--- config.mk ---
export PLATFORM = sky130hd
export DESIGN_NAME = ex_mem_flat
export DESIGN_NICKNAME = d
export VERILOG_FILES = /design/src/rtl/cpu_defs_pkg.sv /design/src/rtl/ex_mem_if.sv /design/src/rtl/ex_mem.sv /design/src/flat_wrapper.sv
export SDC_FILE = /design/constraint.sdc
export NUM_CORES = 1
export LEC_CHECK = 0
export CORE_AREA = 2 2 136 138
export CTS_CLUSTER_DIAMETER = 200
export CTS_CLUSTER_SIZE = 10
export DETAILED_ROUTE_END_ITERATION = 10
export DIE_AREA = 0 0 138 140
export GPL_ROUTABILITY_DRIVEN = 0
export PLACE_DENSITY = 0.63
export SETUP_SLACK_MARGIN = 0.1
export SYNTH_ARGS = -nofsm -noshare
export SYNTH_HDL_FRONTEND = slang
export SYNTH_SLANG_ARGS = --single-unit
--- constraint.sdc ---
create_clock -name clk -period 1.3 [get_ports clk]
set_input_delay 0.325 -clock clk [delete_from_list [all_inputs] [get_ports clk]]
set_output_delay 0.325 -clock clk [all_outputs]
set_load 0.01 [all_outputs]
--- src/rtl/cpu_defs_pkg.sv ---
// ---------------------------------------------------------------------------
// cpu_defs_pkg
// Shared CPU pipeline definitions used by the EX/MEM pipeline register and
// its bus interface.
//   - stall vector width and the bit positions that mean "EX stalled" and
//     "MEM stalled"
//   - default datapath / register-address widths and the accumulate step
//     counter width
//   - zero constants for the widest fields
//   - the per-edge action decoder that turns flush/stall into one of four
//     pipeline-register behaviours
// ---------------------------------------------------------------------------
package cpu_defs_pkg;

    localparam int STALL_W    = 6;
    localparam int STALL_EX   = 3;
    localparam int STALL_MEM  = 4;

    localparam int DATA_W_DEF = 32;
    localparam int REG_AW_DEF = 5;
    localparam int CNT_W      = 2;

    localparam logic [2*DATA_W_DEF-1:0] ZERO_HILO = '0;
    localparam logic [CNT_W-1:0]        ZERO_CNT  = '0;

    // What the pipeline register does on the next rising edge (reset is
    // handled separately because it overrides everything, including flush).
    typedef enum logic [1:0] {
        ACT_ADVANCE = 2'd0,
        ACT_BUBBLE  = 2'd1,
        ACT_HOLD    = 2'd2,
        ACT_FLUSH   = 2'd3
    } stage_act_e;

    // Flush beats stall. When EX is running the stage advances, even if MEM
    // claims to be stalled: that combination cannot occur in a well-formed
    // pipeline, so it is folded into the ordinary advance case. Only bits
    // STALL_EX and STALL_MEM of the stall vector matter.
    function automatic stage_act_e decode_action(input logic flush,
                                                 input logic [STALL_W-1:0] stall);
        stage_act_e act;
        act = ACT_ADVANCE;
        if (flush) begin
            act = ACT_FLUSH;
        end else if (stall[STALL_EX] && stall[STALL_MEM]) begin
            act = ACT_HOLD;
        end else if (stall[STALL_EX]) begin
            act = ACT_BUBBLE;
        end
        return act;
    endfunction

endpackage

--- src/rtl/ex_mem_if.sv ---
// ---------------------------------------------------------------------------
// ex_mem_if
// Bundle of signals crossing the EX/MEM pipeline register.
//   EX side  : ex_wd, ex_wreg, ex_wdata      destination, write enable, result
//              ex_whilo, ex_hi, ex_lo        HI/LO write request and values
//              hilo_i, cnt_i                 multi-cycle accumulate partial
//                                            result and step count
//   MEM side : mem_wd, mem_wreg, mem_wdata   registered copies for MEM
//              mem_whilo, mem_hi, mem_lo
//   back to EX: hilo_o, cnt_o                registered partial result/count
// Modports:
//   master - the pipeline around the register (drives ex_*, hilo_i, cnt_i)
//   slave  - the EX/MEM register itself
// ---------------------------------------------------------------------------
interface ex_mem_if
    import cpu_defs_pkg::*;
#(
    parameter int DATA_W = DATA_W_DEF,
    parameter int REG_AW = REG_AW_DEF
);

    logic [REG_AW-1:0]   ex_wd;
    logic                ex_wreg;
    logic [DATA_W-1:0]   ex_wdata;
    logic                ex_whilo;
    logic [DATA_W-1:0]   ex_hi;
    logic [DATA_W-1:0]   ex_lo;
    logic [2*DATA_W-1:0] hilo_i;
    logic [CNT_W-1:0]    cnt_i;

    logic [REG_AW-1:0]   mem_wd;
    logic                mem_wreg;
    logic [DATA_W-1:0]   mem_wdata;
    logic                mem_whilo;
    logic [DATA_W-1:0]   mem_hi;
    logic [DATA_W-1:0]   mem_lo;
    logic [2*DATA_W-1:0] hilo_o;
    logic [CNT_W-1:0]    cnt_o;

    modport master (
        output ex_wd, ex_wreg, ex_wdata, ex_whilo, ex_hi, ex_lo, hilo_i, cnt_i,
        input  mem_wd, mem_wreg, mem_wdata, mem_whilo, mem_hi, mem_lo,
               hilo_o, cnt_o
    );

    modport slave (
        input  ex_wd, ex_wreg, ex_wdata, ex_whilo, ex_hi, ex_lo, hilo_i, cnt_i,
        output mem_wd, mem_wreg, mem_wdata, mem_whilo, mem_hi, mem_lo,
               hilo_o, cnt_o
    );

endinterface

--- src/rtl/ex_mem.sv ---
// ---------------------------------------------------------------------------
// ex_mem
// EX/MEM pipeline register. Every output is a flop; there is no
// combinational path from any input to any output.
// Ports:
//   clk   - single clock, all state updates on the rising edge
//   rst   - synchronous, active-high; zeroes every output
//   stall - stall vector, bit 3 = EX stalled, bit 4 = MEM stalled
//   flush - discard the in-flight instruction (zero everything)
//   bus   - ex_mem_if.slave: ex_* in, mem_* out, accumulate hilo/cnt loop
// Per-edge behaviour (priority rst > flush > stall > advance):
//   advance : mem_* <= ex_*, hilo_o/cnt_o cleared
//   bubble  : mem_* <= 0, hilo_o/cnt_o <= hilo_i/cnt_i (EX stalled, MEM not)
//   hold    : everything keeps its value (EX and MEM both stalled)
//   flush   : everything zeroed
// Configuration macro EX_MEM_MADD_EN:
//   defined   - hilo_o/cnt_o are registers carrying the accumulate state
//   undefined - hilo_o/cnt_o are tied to 0 and hilo_i/cnt_i are ignored
// ---------------------------------------------------------------------------
module ex_mem
    import cpu_defs_pkg::*;
#(
    parameter int DATA_W = DATA_W_DEF,
    parameter int REG_AW = REG_AW_DEF
) (
    input  logic               clk,
    input  logic               rst,
    input  logic [STALL_W-1:0] stall,
    input  logic               flush,
    ex_mem_if.slave            bus
);

    stage_act_e act;

    logic [REG_AW-1:0] mem_wd_q,    mem_wd_d;
    logic              mem_wreg_q,  mem_wreg_d;
    logic [DATA_W-1:0] mem_wdata_q, mem_wdata_d;
    logic              mem_whilo_q, mem_whilo_d;
    logic [DATA_W-1:0] mem_hi_q,    mem_hi_d;
    logic [DATA_W-1:0] mem_lo_q,    mem_lo_d;

    // Stall bits other than EX/MEM carry no meaning for this stage.
    logic unused_stall_bits;
    assign unused_stall_bits = ^{stall[STALL_W-1:STALL_MEM+1], stall[STALL_EX-1:0]};

    // Decide once per cycle what the register does on the coming edge.
    always_comb begin
        act = decode_action(flush, stall);
    end

    // Next-state for the forward path into MEM. A bubble and a flush look
    // the same from MEM's point of view: no write, all fields zero.
    always_comb begin
        mem_wd_d    = mem_wd_q;
        mem_wreg_d  = mem_wreg_q;
        mem_wdata_d = mem_wdata_q;
        mem_whilo_d = mem_whilo_q;
        mem_hi_d    = mem_hi_q;
        mem_lo_d    = mem_lo_q;
        case (act)
            ACT_ADVANCE: begin
                mem_wd_d    = bus.ex_wd;
                mem_wreg_d  = bus.ex_wreg;
                mem_wdata_d = bus.ex_wdata;
                mem_whilo_d = bus.ex_whilo;
                mem_hi_d    = bus.ex_hi;
                mem_lo_d    = bus.ex_lo;
            end
            ACT_BUBBLE, ACT_FLUSH: begin
                mem_wd_d    = '0;
                mem_wreg_d  = 1'b0;
                mem_wdata_d = '0;
                mem_whilo_d = 1'b0;
                mem_hi_d    = '0;
                mem_lo_d    = '0;
            end
            default: begin
            end
        endcase
    end

    // Forward-path flops with synchronous reset.
    always_ff @(posedge clk) begin
        if (rst) begin
            mem_wd_q    <= '0;
            mem_wreg_q  <= 1'b0;
            mem_wdata_q <= '0;
            mem_whilo_q <= 1'b0;
            mem_hi_q    <= '0;
            mem_lo_q    <= '0;
        end else begin
            mem_wd_q    <= mem_wd_d;
            mem_wreg_q  <= mem_wreg_d;
            mem_wdata_q <= mem_wdata_d;
            mem_whilo_q <= mem_whilo_d;
            mem_hi_q    <= mem_hi_d;
            mem_lo_q    <= mem_lo_d;
        end
    end

    assign bus.mem_wd    = mem_wd_q;
    assign bus.mem_wreg  = mem_wreg_q;
    assign bus.mem_wdata = mem_wdata_q;
    assign bus.mem_whilo = mem_whilo_q;
    assign bus.mem_hi    = mem_hi_q;
    assign bus.mem_lo    = mem_lo_q;

`ifdef EX_MEM_MADD_EN
    logic [2*DATA_W-1:0] hilo_q, hilo_d;
    logic [CNT_W-1:0]    cnt_q,  cnt_d;

    // The accumulate loop: while EX is stalled on a multi-cycle op the
    // partial result is parked here and handed back to EX next cycle. Once
    // the op leaves EX (advance) or is killed (flush) the state is dropped.
    always_comb begin
        hilo_d = hilo_q;
        cnt_d  = cnt_q;
        case (act)
            ACT_ADVANCE, ACT_FLUSH: begin
                hilo_d = '0;
                cnt_d  = ZERO_CNT;
            end
            ACT_BUBBLE: begin
                hilo_d = bus.hilo_i;
                cnt_d  = bus.cnt_i;
            end
            default: begin
            end
        endcase
    end

    // Accumulate-state flops; reset discards any partial result.
    always_ff @(posedge clk) begin
        if (rst) begin
            hilo_q <= '0;
            cnt_q  <= ZERO_CNT;
        end else begin
            hilo_q <= hilo_d;
            cnt_q  <= cnt_d;
        end
    end

    assign bus.hilo_o = hilo_q;
    assign bus.cnt_o  = cnt_q;
`else
    // Without the accumulate feature the loop back to EX is constant zero.
    logic unused_madd_inputs;
    assign unused_madd_inputs = ^{bus.hilo_i, bus.cnt_i};

    assign bus.hilo_o = '0;
    assign bus.cnt_o  = ZERO_CNT;
`endif

endmodule

--- src/flat_wrapper.sv ---
// flat-port wrapper written by rule: the top's interface ports become plain ports
module ex_mem_flat import cpu_defs_pkg::*;
#(
    parameter int DATA_W = DATA_W_DEF,
    parameter int REG_AW = REG_AW_DEF
)
  (clk, rst, stall, flush, bus_ex_wd, bus_ex_wreg, bus_ex_wdata, bus_ex_whilo, bus_ex_hi, bus_ex_lo, bus_hilo_i, bus_cnt_i, bus_mem_wd, bus_mem_wreg, bus_mem_wdata, bus_mem_whilo, bus_mem_hi, bus_mem_lo, bus_hilo_o, bus_cnt_o);
  ex_mem_if #(.DATA_W(DATA_W), .REG_AW(REG_AW)) bus_i ();
  input  logic clk;
  input  logic rst;
  input  logic [STALL_W-1:0] stall;
  input  logic flush;
  input wire logic [$bits(bus_i.ex_wd)-1:0] bus_ex_wd;
  input wire logic [$bits(bus_i.ex_wreg)-1:0] bus_ex_wreg;
  input wire logic [$bits(bus_i.ex_wdata)-1:0] bus_ex_wdata;
  input wire logic [$bits(bus_i.ex_whilo)-1:0] bus_ex_whilo;
  input wire logic [$bits(bus_i.ex_hi)-1:0] bus_ex_hi;
  input wire logic [$bits(bus_i.ex_lo)-1:0] bus_ex_lo;
  input wire logic [$bits(bus_i.hilo_i)-1:0] bus_hilo_i;
  input wire logic [$bits(bus_i.cnt_i)-1:0] bus_cnt_i;
  output wire logic [$bits(bus_i.mem_wd)-1:0] bus_mem_wd;
  output wire logic [$bits(bus_i.mem_wreg)-1:0] bus_mem_wreg;
  output wire logic [$bits(bus_i.mem_wdata)-1:0] bus_mem_wdata;
  output wire logic [$bits(bus_i.mem_whilo)-1:0] bus_mem_whilo;
  output wire logic [$bits(bus_i.mem_hi)-1:0] bus_mem_hi;
  output wire logic [$bits(bus_i.mem_lo)-1:0] bus_mem_lo;
  output wire logic [$bits(bus_i.hilo_o)-1:0] bus_hilo_o;
  output wire logic [$bits(bus_i.cnt_o)-1:0] bus_cnt_o;
  assign bus_i.ex_wd = bus_ex_wd;
  assign bus_i.ex_wreg = bus_ex_wreg;
  assign bus_i.ex_wdata = bus_ex_wdata;
  assign bus_i.ex_whilo = bus_ex_whilo;
  assign bus_i.ex_hi = bus_ex_hi;
  assign bus_i.ex_lo = bus_ex_lo;
  assign bus_i.hilo_i = bus_hilo_i;
  assign bus_i.cnt_i = bus_cnt_i;
  assign bus_mem_wd = bus_i.mem_wd;
  assign bus_mem_wreg = bus_i.mem_wreg;
  assign bus_mem_wdata = bus_i.mem_wdata;
  assign bus_mem_whilo = bus_i.mem_whilo;
  assign bus_mem_hi = bus_i.mem_hi;
  assign bus_mem_lo = bus_i.mem_lo;
  assign bus_hilo_o = bus_i.hilo_o;
  assign bus_cnt_o = bus_i.cnt_o;
  ex_mem #(.DATA_W(DATA_W), .REG_AW(REG_AW)) u_core (.clk(clk), .rst(rst), .stall(stall), .flush(flush), .bus(bus_i));
endmodule
# [After elaboration in Yosys (flattened, before gate mapping)]
# Index checks and enable logic that the tools add are counted.
[totals] reg_bits=103 latchBits=0 mem_bits_rw=0 romBits=0 inputBits=178 out_inout_bits=169 word_cells=21 memories=0
[classes] addsub=0 mul=0 n_div=0 magnitude_cmp=0 eq_ne=2 shift=0 mux=9 bitwise=0 n_reduce_logical=4
[ops] cell="case mux 32 bit (2 select lines)" n=3
[ops] cell="case mux 5 bit (2 select lines)" n=1
[ops] cell="two-way mux 2 bit" n=2
[ops] cell="case mux 1 bit (2 select lines)" n=2
[ops] cell="equality test 2 x 1 -> 1 bit, second input constant" n=1
[ops] cell="equality test 2 bit, second input constant" n=1
[ops] cell="logical NOT 2 bit" n=1
[ops] cell="nonzero test 2 bit" n=1
[ops] cell="OR reduction 2 bit" n=1
[ops] cell="logical AND 1 bit" n=1
[ops] cell="two-way mux 1 bit" n=1

# [Logic depth before layout (Yosys ltp)]
# Gate-level depths: netlist of run 1.
[depth] depth_word=6 depth_mapped=5 mapped_depth_nobuf=2

# [Worst setup path before layout of run 1]
# Ideal clock, no wire load.
[synth_path] kind="input to register" start="input flush" end="register u_core.mem_hi_q[0] (netlist: u_core.bus.mem_hi[0])" setup_ns=0.066 t_arrival_ns=1.031 t_required_ns=1.234 setup_slack_ns=0.203 stages=5 n_path_buf=3 path_cell_list="or2_1 -> buf_6 -> buf_12 -> buf_12 -> a21oi_2"
[synth_between] elab_chain_cells=4 elab_cells_between_ends=7 classes_between="eq/ne: 2; mux: 2; reduce/logical: 3"
[synth_lines] element="from (decl)" line_no="flat_wrapper.sv:12" text="input logic flush;"
[synth_lines] element="two-way mux 2 bit *" line_no="cpu_defs_pkg.sv:43" text="if (flush) begin"
[synth_lines] element="equality test 2 x 1 -> 1 bit / equality test 2 bit (equally long branches)" line_no="ex_mem.sv:60" text="case (act)"
[synth_lines] element="OR reduction 2 bit" line_no="ex_mem.sv:60"
[synth_lines] element="case mux 32 bit (2 select lines) / nonzero test 2 bit (equally long branches)"
[synth_lines] element="to (signal assigned)" line_no="ex_mem.sv:96" text="mem_hi_q <= mem_hi_d;"
[synth_lines] element="to (decl)" line_no="ex_mem.sv:39" text="logic [DATA_W-1:0] mem_hi_q, mem_hi_d;"
# Every way passes the cells marked *; elsewhere a longest branch is shown, timed or not.
# A chain may end at the register's enable or synchronous reset.

# [Worst setup path in the final report of run 1]
[layout_path] start="register u_core.mem_hi_q[18] (netlist: u_core.bus.mem_hi[18])" end="output bus_mem_hi[18]"
[layout_rtl] element="to (decl)" line_no="flat_wrapper.sv:25" text="output wire logic [$bits(bus_i.mem_hi)-1:0] bus_mem_hi;"
# No word-level cell between the ends.

==> results of run 1 <==
## stage by stage
step / cells / area, µm² / hold WS (ps) / setup TNS (ps)
after floorplan: 591 / 5100 / 474 / 0
after global placement: 936 / 6890 / 452 / -16850
after detailed placement: 936 / 6890 / 457 / -17260
after CTS: 952 / 6730 / 424 / 0
after global routing: 952 / 6740 / 445 / 0
final: 952 / 6740 / 444 / 0
## sequential cells by signal, indices dropped and copies added (netlist names)
signal,flops
u_core.bus.mem_wreg,1
u_core.bus.mem_hi,32
u_core.bus.mem_whilo,1
u_core.bus.mem_wdata,32
u_core.bus.mem_wd,5
u_core.bus.mem_lo,32
## metal layers
layer / wire (µm) / track usage [%] / share of wire, % / up-vias
li1: - / - / - / 2002
met1: 5680 / 16.2 / 45 / 1765
met2: 5540 / 19.0 / 44 / 169
met3: 1110 / 4.65 / 8.9 / 10
met4: 171 / 4.51 / 1.4 / 0
met5: 0 / 0 / 0 / -
## area by class of cell
type / count / area, µm² / share of cell area [%]
Multi-Input combinational cell: 376 / 2190 / 32.6
Tap cell: 229 / 287 / 4.25
Clock inverter: 7 / 80.1 / 1.19
Timing Repair Buffer: 228 / 1840 / 27.3
Clock buffer: 9 / 225 / 3.34
Sequential cell: 103 / 2120 / 31.4
## final timing paths
| check | start | to | cells past startpoint |
|---|---|---|---|
| worst max-delay path | u_core.bus.mem_hi[18] | bus_mem_hi[18] | 1 |
| worst min-delay path | stall[3] | u_core.bus.mem_wd[2] | 4 |
| worst max register to register | u_core.bus.mem_hi[18] | u_core.bus.mem_hi[18] | 2 |
| worst min register to register | u_core.bus.mem_lo[30] | u_core.bus.mem_lo[30] | 2 |
## worst min-delay path: stages
cell,delay [ps]
buf_4,140
buf_12,150
nand3_1,70
a21oi_1,60
## cell usage in the layout (no fill, tap or decap), types with 2 or more instances in the layout
| cell | synthesis | final |
|---|---|---|
| dfxtp_2 | 0 | 44 |
| a21oi_2 | 70 | 70 |
| conb_1 | 1 | 66 |
| clkinvlp_4 | 0 | 2 |
| a21oi_1 | 33 | 33 |
| clkdlybuf4s50_1 | 0 | 105 |
| buf_4 | 68 | 14 |
| clkinv_4 | 0 | 2 |
| nand3_1 | 103 | 103 |
| buf_12 | 8 | 9 |
| buf_2 | 18 | 100 |
| inv_6 | 0 | 2 |
| clkbuf_16 | 0 | 9 |
| dfxtp_1 | 103 | 59 |
| nand2b_1 | 103 | 103 |
## power breakdown
group	leakage [µW]	switching (µW)	internal [µW]
clock	0.000143	1280	1520
sequential	0.000858	41.4	3250
combinational	0.00170	533	545
## kinds of logic after synthesis
kind of cell           count (synthesis)
other                                  1
flip-flops                           103
buffers and inverters                112
AND/OR/NAND/NOR                      207
AO/OA/AOI/OAI                        103
## repair_timing
action / 4_1_cts / 5_1_grt
resized for setup: 450 / 9
cloned: 0 / 0
endpoints found under the setup margin: 103 / 8
pin swaps: 0 / 0
==> impl_metrics.json, run 1 <==
{
  "cp_slowest_cell": "dfxtp_1",
  "clock_root_buffer": "clkbuf_16",
  "layout_worst_path_cycle_share_pct": 88.5,
  "pre_cts_slack_ps": -204,
  "timing_hold_violations_final": 0,
  "combinational_family_with_the_most_area_after_synthesis": "simple AND/OR/NAND/NOR gates",
  "max-vdd-ir-drop_mv": 0.556,
  "wire_per_inst_um": 13.1,
  "rrSetupSlack_ps": 670,
  "synth_common_cells": "dfxtp_1, nand2b_1, nand3_1",
  "yosysWarnings": 0,
  "ys_async_sr_fraction_pct": 0,
  "dp_hpwl_mm": 8.78,
  "first_iter_violations": 110,
  "fraction_of_the_mapped_netlist_area_in_adder_cells_pct": 0,
  "layout-area-overhead-vs-synth_pct": 38.9,
  "core_area_mm2": 0.0178,
  "die_h_um": 140,
  "core.rowCount": 49,
  "avgSynthCellArea_um2": 9.23,
  "largest_net_degree_at_the_start_of_global_routing": 78,
  "detail_route.drc_violations": 0,
  "tritoncts": "done",
  "outcome": "complete, no violations",
  "synth.distinct_cells": 12,
  "crit_path_max_fanout": 2,
  "number_of_global_route_vias_before_repair": 3598,
  "crit_path_max_incr_delay_ps": 340,
  "nFillCells": 1882,
  "path_class": "reg2out",
  "vias_per_cell": 4.14,
  "power.density_cell_area_mw_per_mm2": 1060,
  "final.setup.worst_slack_ps": 149,
  "timing.max_cap.violations": 0,
  "postCtsSetupBuffers": 0,
  "setup_viol": 0,
  "htree_levels": 3,
  "startpoint_type": "flop",
  "setup.worst_path.end_class": "output pin",
  "vias": 3946,
  "drive_gt1_share_pct": 35.1,
  "wp_data_arrival_ps": 830,
  "synth.mux.area_fraction_pct": 0,
  "synth_enable_flop_cells": 0,
  "clock_latency_ps": 340,
  "netlist_instances": 526,
  "max_freq_mhz": 869,
  "overflow": 0,
  "synth_compound_gate_area_share_pct": 16.0,
  "final_util_pct": 37.9,
  "initial_utilization_pct": 27.3,
  "cp.required_ps": 980,
  "synth_top_area_cell": "dfxtp_1",
  "slew_violations": 0,
  "final.setup_skew_ps": 0,
  "drt-pass1-iter-count": 4,
  "numCtsBuffers": 9,
  "yosysSeqAreaShare_pct": 42.5,
  "grt_first_pass_wirelength_mm": 19.5,
  "path_clk_slew_ps": 80,
  "clock_sink_count": 103,
  "finalWorstPathRequiredPeriod_ps": 1150,
  "synthSimpleGateAreaFrac_pct": 24.0,
  "crit_chain": "buf_2",
  "timing.hold.worst.class": "in2reg",
  "synthesis_stage_register_bit_count": 103,
  "route.antenna.remaining_nets": 0,
  "maximum_buffer_depth_of_the_clock_tree": 2,
  "grt_usage_pct": 12.5,
  "ys_dominant_reg_cell": "dfxtp_1",
  "power_leakage_uw": 0.00270,
  "detail_route.wirelength_mm": 12.5,
  "antenna-diode-count": 0,
  "cts_hold_buf": 0,
  "pin_count": 347,
  "die-area_mm2": 0.0193,
  "post-layout-total-power_uw": 7170,
  "antenna_violations_before_repair": 0,
  "final_net_count": 896,
  "buffer_ports.inserted": 210,
  "grt_setup_unrepaired": "false",
  "post-synth-top-area-fraction_pct": 42.5,
  "synthesis.area_mm2": 0.00485,
  "xor_xnor_portion_of_the_synthesized_cell_area_pct": 0,
  "fp.dieW_um": 138,
  "crit_family": "flip-flops",
  "timing.critical_path.buf_inv": 1,
  "synth.area.top_cells": "dfxtp_1, nand2b_1, a21oi_2"
}
Note: power is estimated with default switching activity, not from simulation.
==> run 2, diff against run 1 <==
Settings changed: CORE_AREA 2 2 136 138 to 2 2 135 137, CTS_CLUSTER_SIZE 10 to unset, DIE_AREA 0 0 138 140 to 0 0 137 139.
Clock period 1.3 ns to 1.4 ns, I/O delays scaled along.
==> run 2 against run 1 <==
Clock power decreased by 1%. Via count increased by 2.1%. Worst hold slack got worse by 9.0 ps. Power decreased by 4.7%. Non-clock buffer count unchanged. Final area increased by 1.6%. Cell count unchanged. Sequential share of layout area decreased by 1.1 points. Utilization increased by 0.87 points. Die area decreased by 1.4%. Global-route usage increased by 0.91 points. Critical endpoint is now bus_mem_lo[14].
==> impl_metrics.json, run 2 (same netlist as run 1, synthesis figures left out) <==
{
  "initial_utilization_pct": 27.5,
  "timing.critical_path.buf_inv": 1,
  "core.rowCount": 49,
  "most_frequent_standard_cell_in_the_layout_excluding_fill_and_tap_cells": "clkdlybuf4s50_1",
  "grt_first_pass_wirelength_mm": 20.1,
  "outcome": "complete, no violations",
  "nFillCells": 1876,
  "slew_violations": 0,
  "max-vdd-ir-drop_mv": 0.673,
  "path_class": "reg2out",
  "detail_route.drc_violations": 0,
  "layout-area-overhead-vs-synth_pct": 41.1,
  "stdcell_area_mm2": 0.00685,
  "seq_area_mm2": 0.00208,
  "final_net_count": 896,
  "post-layout-total-power_uw": 6840,
  "mostFrequentLayoutCells": "clkdlybuf4s50_1, nand2b_1, nand3_1",
  "pin_count": 347,
  "cp.required_ps": 1050,
  "timing.hold.worst.class": "in2reg",
  "dp_hpwl_mm": 9.05,
  "path_clk_slew_ps": 70,
  "first_iter_violations": 133,
  "max_freq_mhz": 791,
  "detail_route.wirelength_mm": 12.8,
  "crit_family": "flip-flops",
  "overflow": 0,
  "fp.dieW_um": 137,
  "wire_per_inst_um": 13.4,
  "crit_path_max_incr_delay_ps": 340,
  "number_of_global_route_vias_before_repair": 3780,
  "vias": 4029,
  "power_leakage_uw": 0.00264,
  "cp_slowest_cell": "dfxtp_1",
  "r2r.worst_path.cells": 2,
  "finalWorstPathRequiredPeriod_ps": 1260,
  "postCtsSetupBuffers": 0,
  "wp_data_arrival_ps": 910,
  "crit_chain": "clkdlybuf4s15_2",
  "crit_path_max_fanout": 2,
  "area_of_the_multi_input_gates_mm2": 0.00219,
  "clock_latency_ps": 340,
  "core_area_mm2": 0.0177,
  "pre_cts_slack_ps": -123,
  "antenna-diode-count": 0,
  "cts_hold_buf": 0,
  "startpoint_type": "flop",
  "final_util_pct": 38.8,
  "drive_gt1_share_pct": 30.4,
  "numCtsBuffers": 9,
  "crit_cells": 1,
  "setup_viol": 0,
  "maximum_buffer_depth_of_the_clock_tree": 2,
  "htree_levels": 3,
  "timing.max_cap.violations": 0,
  "placed_cell_area_mm2": 0.00690,
  "clock_root_buffer": "clkbuf_16",
  "layout_worst_path_cycle_share_pct": 90.3,
  "setup.worst_path.end_class": "output pin",
  "antenna_violations_before_repair": 0,
  "largest_net_degree_at_the_start_of_global_routing": 62,
  "grt_setup_unrepaired": "false",
  "buffer_ports.inserted": 210,
  "tritoncts": "done",
  "drt-pass1-iter-count": 4,
  "route.antenna.remaining_nets": 0,
  "die-area_mm2": 0.0190,
  "die_h_um": 139,
  "clock_sink_count": 103,
  "grt_usage_pct": 13.4,
  "power.density_cell_area_mw_per_mm2": 998,
  "worstHoldPathCells": 3,
  "timing_hold_violations_final": 0,
  "final.setup.worst_slack_ps": 136,
  "final.setup_skew_ps": 0,
  "vias_per_cell": 4.23
}
-- run 2: worst paths after layout --
path                                                from                  endpoint  slack (ps)
worst max-delay path               u_core.bus.mem_lo[14]            bus_mem_lo[14]         140
worst min-delay path                            stall[3]   u_core.bus.mem_wdata[5]         430
worst max register to register  u_core.bus.mem_wdata[29]  u_core.bus.mem_wdata[29]         760
worst min register to register   u_core.bus.mem_wdata[2]   u_core.bus.mem_wdata[2]         460
-- run 2: cell type report --
| type | instances | share of cell area, % |
|---|---|---|
| flip-flops and latches | 103 | 30.3 |
| multi-input cells | 376 | 32.0 |
| clock inverters | 5 | 1.19 |
| well taps | 229 | 4.18 |
| repair buffers | 228 | 28.7 |
| clock buffers | 11 | 3.54 |
-- run 2: report_power, final --
part | internal (µW) | switching (µW) | leakage [µW]
registers | 3020 | 40.7 | 0.000844
logic | 518 | 498 | 0.00164
clock network | 1620 | 1140 | 0.000156
total | 5150 | 1680 | 0.00264
-- run 2: routing by layer --
layer	GRT usage, %	wire [µm]	vias up
met5	0	0	-
met4	3.58	158	0
met3	6.54	1330	13
met2	20.2	5670	170
met1	16.9	5640	1841
li1	-	-	2005
-- run 2: timing repair --
item	in CTS	in global routing
endpoints found under the setup margin	103	90
gates cloned	0	0
gates resized for setup	261	91
-- run 2: metrics by stage --
step | cells | TNS (ps) | hold slack (ps)
floorplan | 591 | 0 | 492
global placement | 936 | -5250 | 453
detailed placement | 936 | -6730 | 458
CTS | 952 | 0 | 431
global route | 952 | 0 | 451
finish | 952 | 0 | 435
==> run 3, diff against run 2 <==
Settings changed: CORE_AREA 2 2 135 137 to 2 2 136 138, DIE_AREA 0 0 137 139 to 0 0 138 140, DONT_BUFFER_PORTS set to 1, PLACE_DENSITY 0.63 to 0.38.
==> run 3 against run 2 <==
Non-clock buffer count is 226 lower. Worst hold slack worse by 290 ps. Clock skew stayed put. Global-route usage is 2.5 points lower. Routed wire length is 17% lower. Utilization is 11 points lower. Sequential power is 2% higher. Register-to-register slack worse by 90 ps. Power is 14% lower. Maximum frequency is 13% higher. Sequential share of layout area is 12 points higher. Critical path type unchanged.
==> impl_metrics.json, run 3 (same netlist as run 1, synthesis figures left out) <==
{
  "seqPwrFrac_pct": 53.2,
  "vias": 3221,
  "r2r.worst_path.cells": 2,
  "tns_ps": 0,
  "power_leakage_uw": 0.00159,
  "postCtsSetupBuffers": 0,
  "cts_hold_buf": 0,
  "max_freq_mhz": 894,
  "power.density_cell_area_mw_per_mm2": 1210,
  "wire_per_inst_um": 14.7,
  "antenna-diode-count": 0,
  "timing_hold_violations_final": 0,
  "dp_hpwl_mm": 6.91,
  "layout-area-overhead-vs-synth_pct": 0.103,
  "antenna_violations_before_repair": 0,
  "outcome": "complete, no violations",
  "pin_count": 347,
  "crit_cells": 0,
  "die_h_um": 140,
  "grt_first_pass_wirelength_mm": 17.0,
  "detail_route.wirelength_mm": 10.7,
  "first_iter_violations": 80,
  "rrSetupSlack_ps": 670,
  "placed_cell_area_mm2": 0.00458,
  "final_layout_worst_hold_slack_ps": 141,
  "tritoncts": "done",
  "drive_gt1_share_pct": 17.7,
  "finalWorstPathRequiredPeriod_ps": 1120,
  "detail_route.drc_violations": 0,
  "cp.required_ps": 1050,
  "overflow": 0,
  "setup.worst_path.end_class": "output pin",
  "vias_per_cell": 4.44,
  "maximum_buffer_depth_of_the_clock_tree": 2,
  "grt_setup_unrepaired": "false",
  "reg2reg_to": "u_core.bus.mem_wdata[29]",
  "path_class": "reg2out",
  "die-area_mm2": 0.0193,
  "initial_utilization_pct": 27.3,
  "clock_root_buffer": "clkbuf_16",
  "fp.dieW_um": 138,
  "switching_share_pct": 25.4,
  "worst_setup_path_startpoint": "u_core.bus.mem_lo[25]",
  "critPathCapture": "bus_mem_lo[25]",
  "largest_net_degree_at_the_start_of_global_routing": 207,
  "grt_usage_pct": 10.8,
  "buffer_ports.inserted": 0,
  "crit_path_max_fanout": 2,
  "core.rowCount": 49,
  "p_int_uw": 4370,
  "ctsResizeCount": 0,
  "clockPowerShare_pct": 40.4,
  "final_net_count": 670,
  "clock_latency_ps": 340,
  "wp_data_arrival_ps": 770,
  "startpoint_type": "flop",
  "setup_viol": 0,
  "core_area_mm2": 0.0178,
  "stdcell_area_mm2": 0.00486,
  "clock_sink_count": 103,
  "pre_cts_slack_ps": 297,
  "nFillCells": 1939,
  "final.setup_skew_ps": 0,
  "power_frac_comb_pct": 6.4,
  "path_clk_slew_ps": 80,
  "timing.max_cap.violations": 0,
  "numCtsBuffers": 9,
  "slew_violations": 0,
  "max-vdd-ir-drop_mv": 0.504,
  "route.antenna.remaining_nets": 0,
  "final.setup.worst_slack_ps": 281,
  "htree_levels": 3,
  "number_of_global_route_vias_before_repair": 3190,
  "finalNonFillerCells": 726,
  "drt-pass1-iter-count": 4,
  "worst_r2r_src": "u_core.bus.mem_wdata[29]",
  "switchingPower_uw": 1490,
  "placed_cells_incl_taps": 710,
  "timing.hold.worst.class": "in2reg",
  "layout_worst_path_cycle_share_pct": 79.9,
  "mostFrequentLayoutCells": "nand2b_1, nand3_1, dfxtp_1"
}
run 3: changes by cell type in the layout (fill, tap and decap cells not counted), moves of 2 or more:
cell and change:
buf_12 -8, bufinv_16 -2, dfxtp_1 +12, clkdlybuf4s50_1 -105, buf_4 -10, clkbuf_2 -51
buf_2 -32, dfxtp_2 -12, clkdlybuf4s15_2 -19
run 3: worst min path at each step:
stage,start,end,depth (start not counted)
after CTS,bus_ex_lo[27],u_core.bus.mem_lo[27],2
after floorplan,u_core.bus.mem_hi[31],u_core.bus.mem_hi[31],2
after global placement,bus_ex_wdata[5],u_core.bus.mem_wdata[5],2
final,bus_ex_lo[27],u_core.bus.mem_lo[27],2
after global routing,bus_ex_lo[28],u_core.bus.mem_lo[28],2
after detailed placement,u_core.bus.mem_lo[31],u_core.bus.mem_lo[31],2
run 3: power by group through the flow:
stage | logic, µW | clock network, µW | registers, µW
global placement | 364 | 0 | 3190
finish | 375 | 2360 | 3120
floorplan | 628 | 0 | 3160
global route | 420 | 2630 | 3130
detailed placement | 374 | 0 | 3190
CTS | 374 | 2510 | 3120
run 3: final cells by class:
type	instances	area, µm²	area share (%)
Timing Repair Buffer	2	40.0	0.824
Multi-Input combinational cell	376	2190	45.2
Clock inverter	6	46.3	0.953
Clock buffer	10	229	4.71
Sequential cell	103	2060	42.4
Tap cell	229	287	5.90
run 3: routing by layer:
metal | vias to the layer above | GRT usage [%] | part of all wire [%]
li1 | 1547 | - | -
met1 | 1490 | 12.5 | 40
met2 | 169 | 17.2 | 47
met3 | 15 | 4.75 | 11
met4 | 0 | 5.42 | 2.3
met5 | - | 0 | 0
run 3: metrics by stage:
step | total power [µW] | util (%)
after floorplan | 3790 | -
after global placement | 3550 | 25.8
after detailed placement | 3560 | 25.8
after CTS | 6000 | 27.3
after global routing | 6170 | 27.3
final | 5860 | 27.3
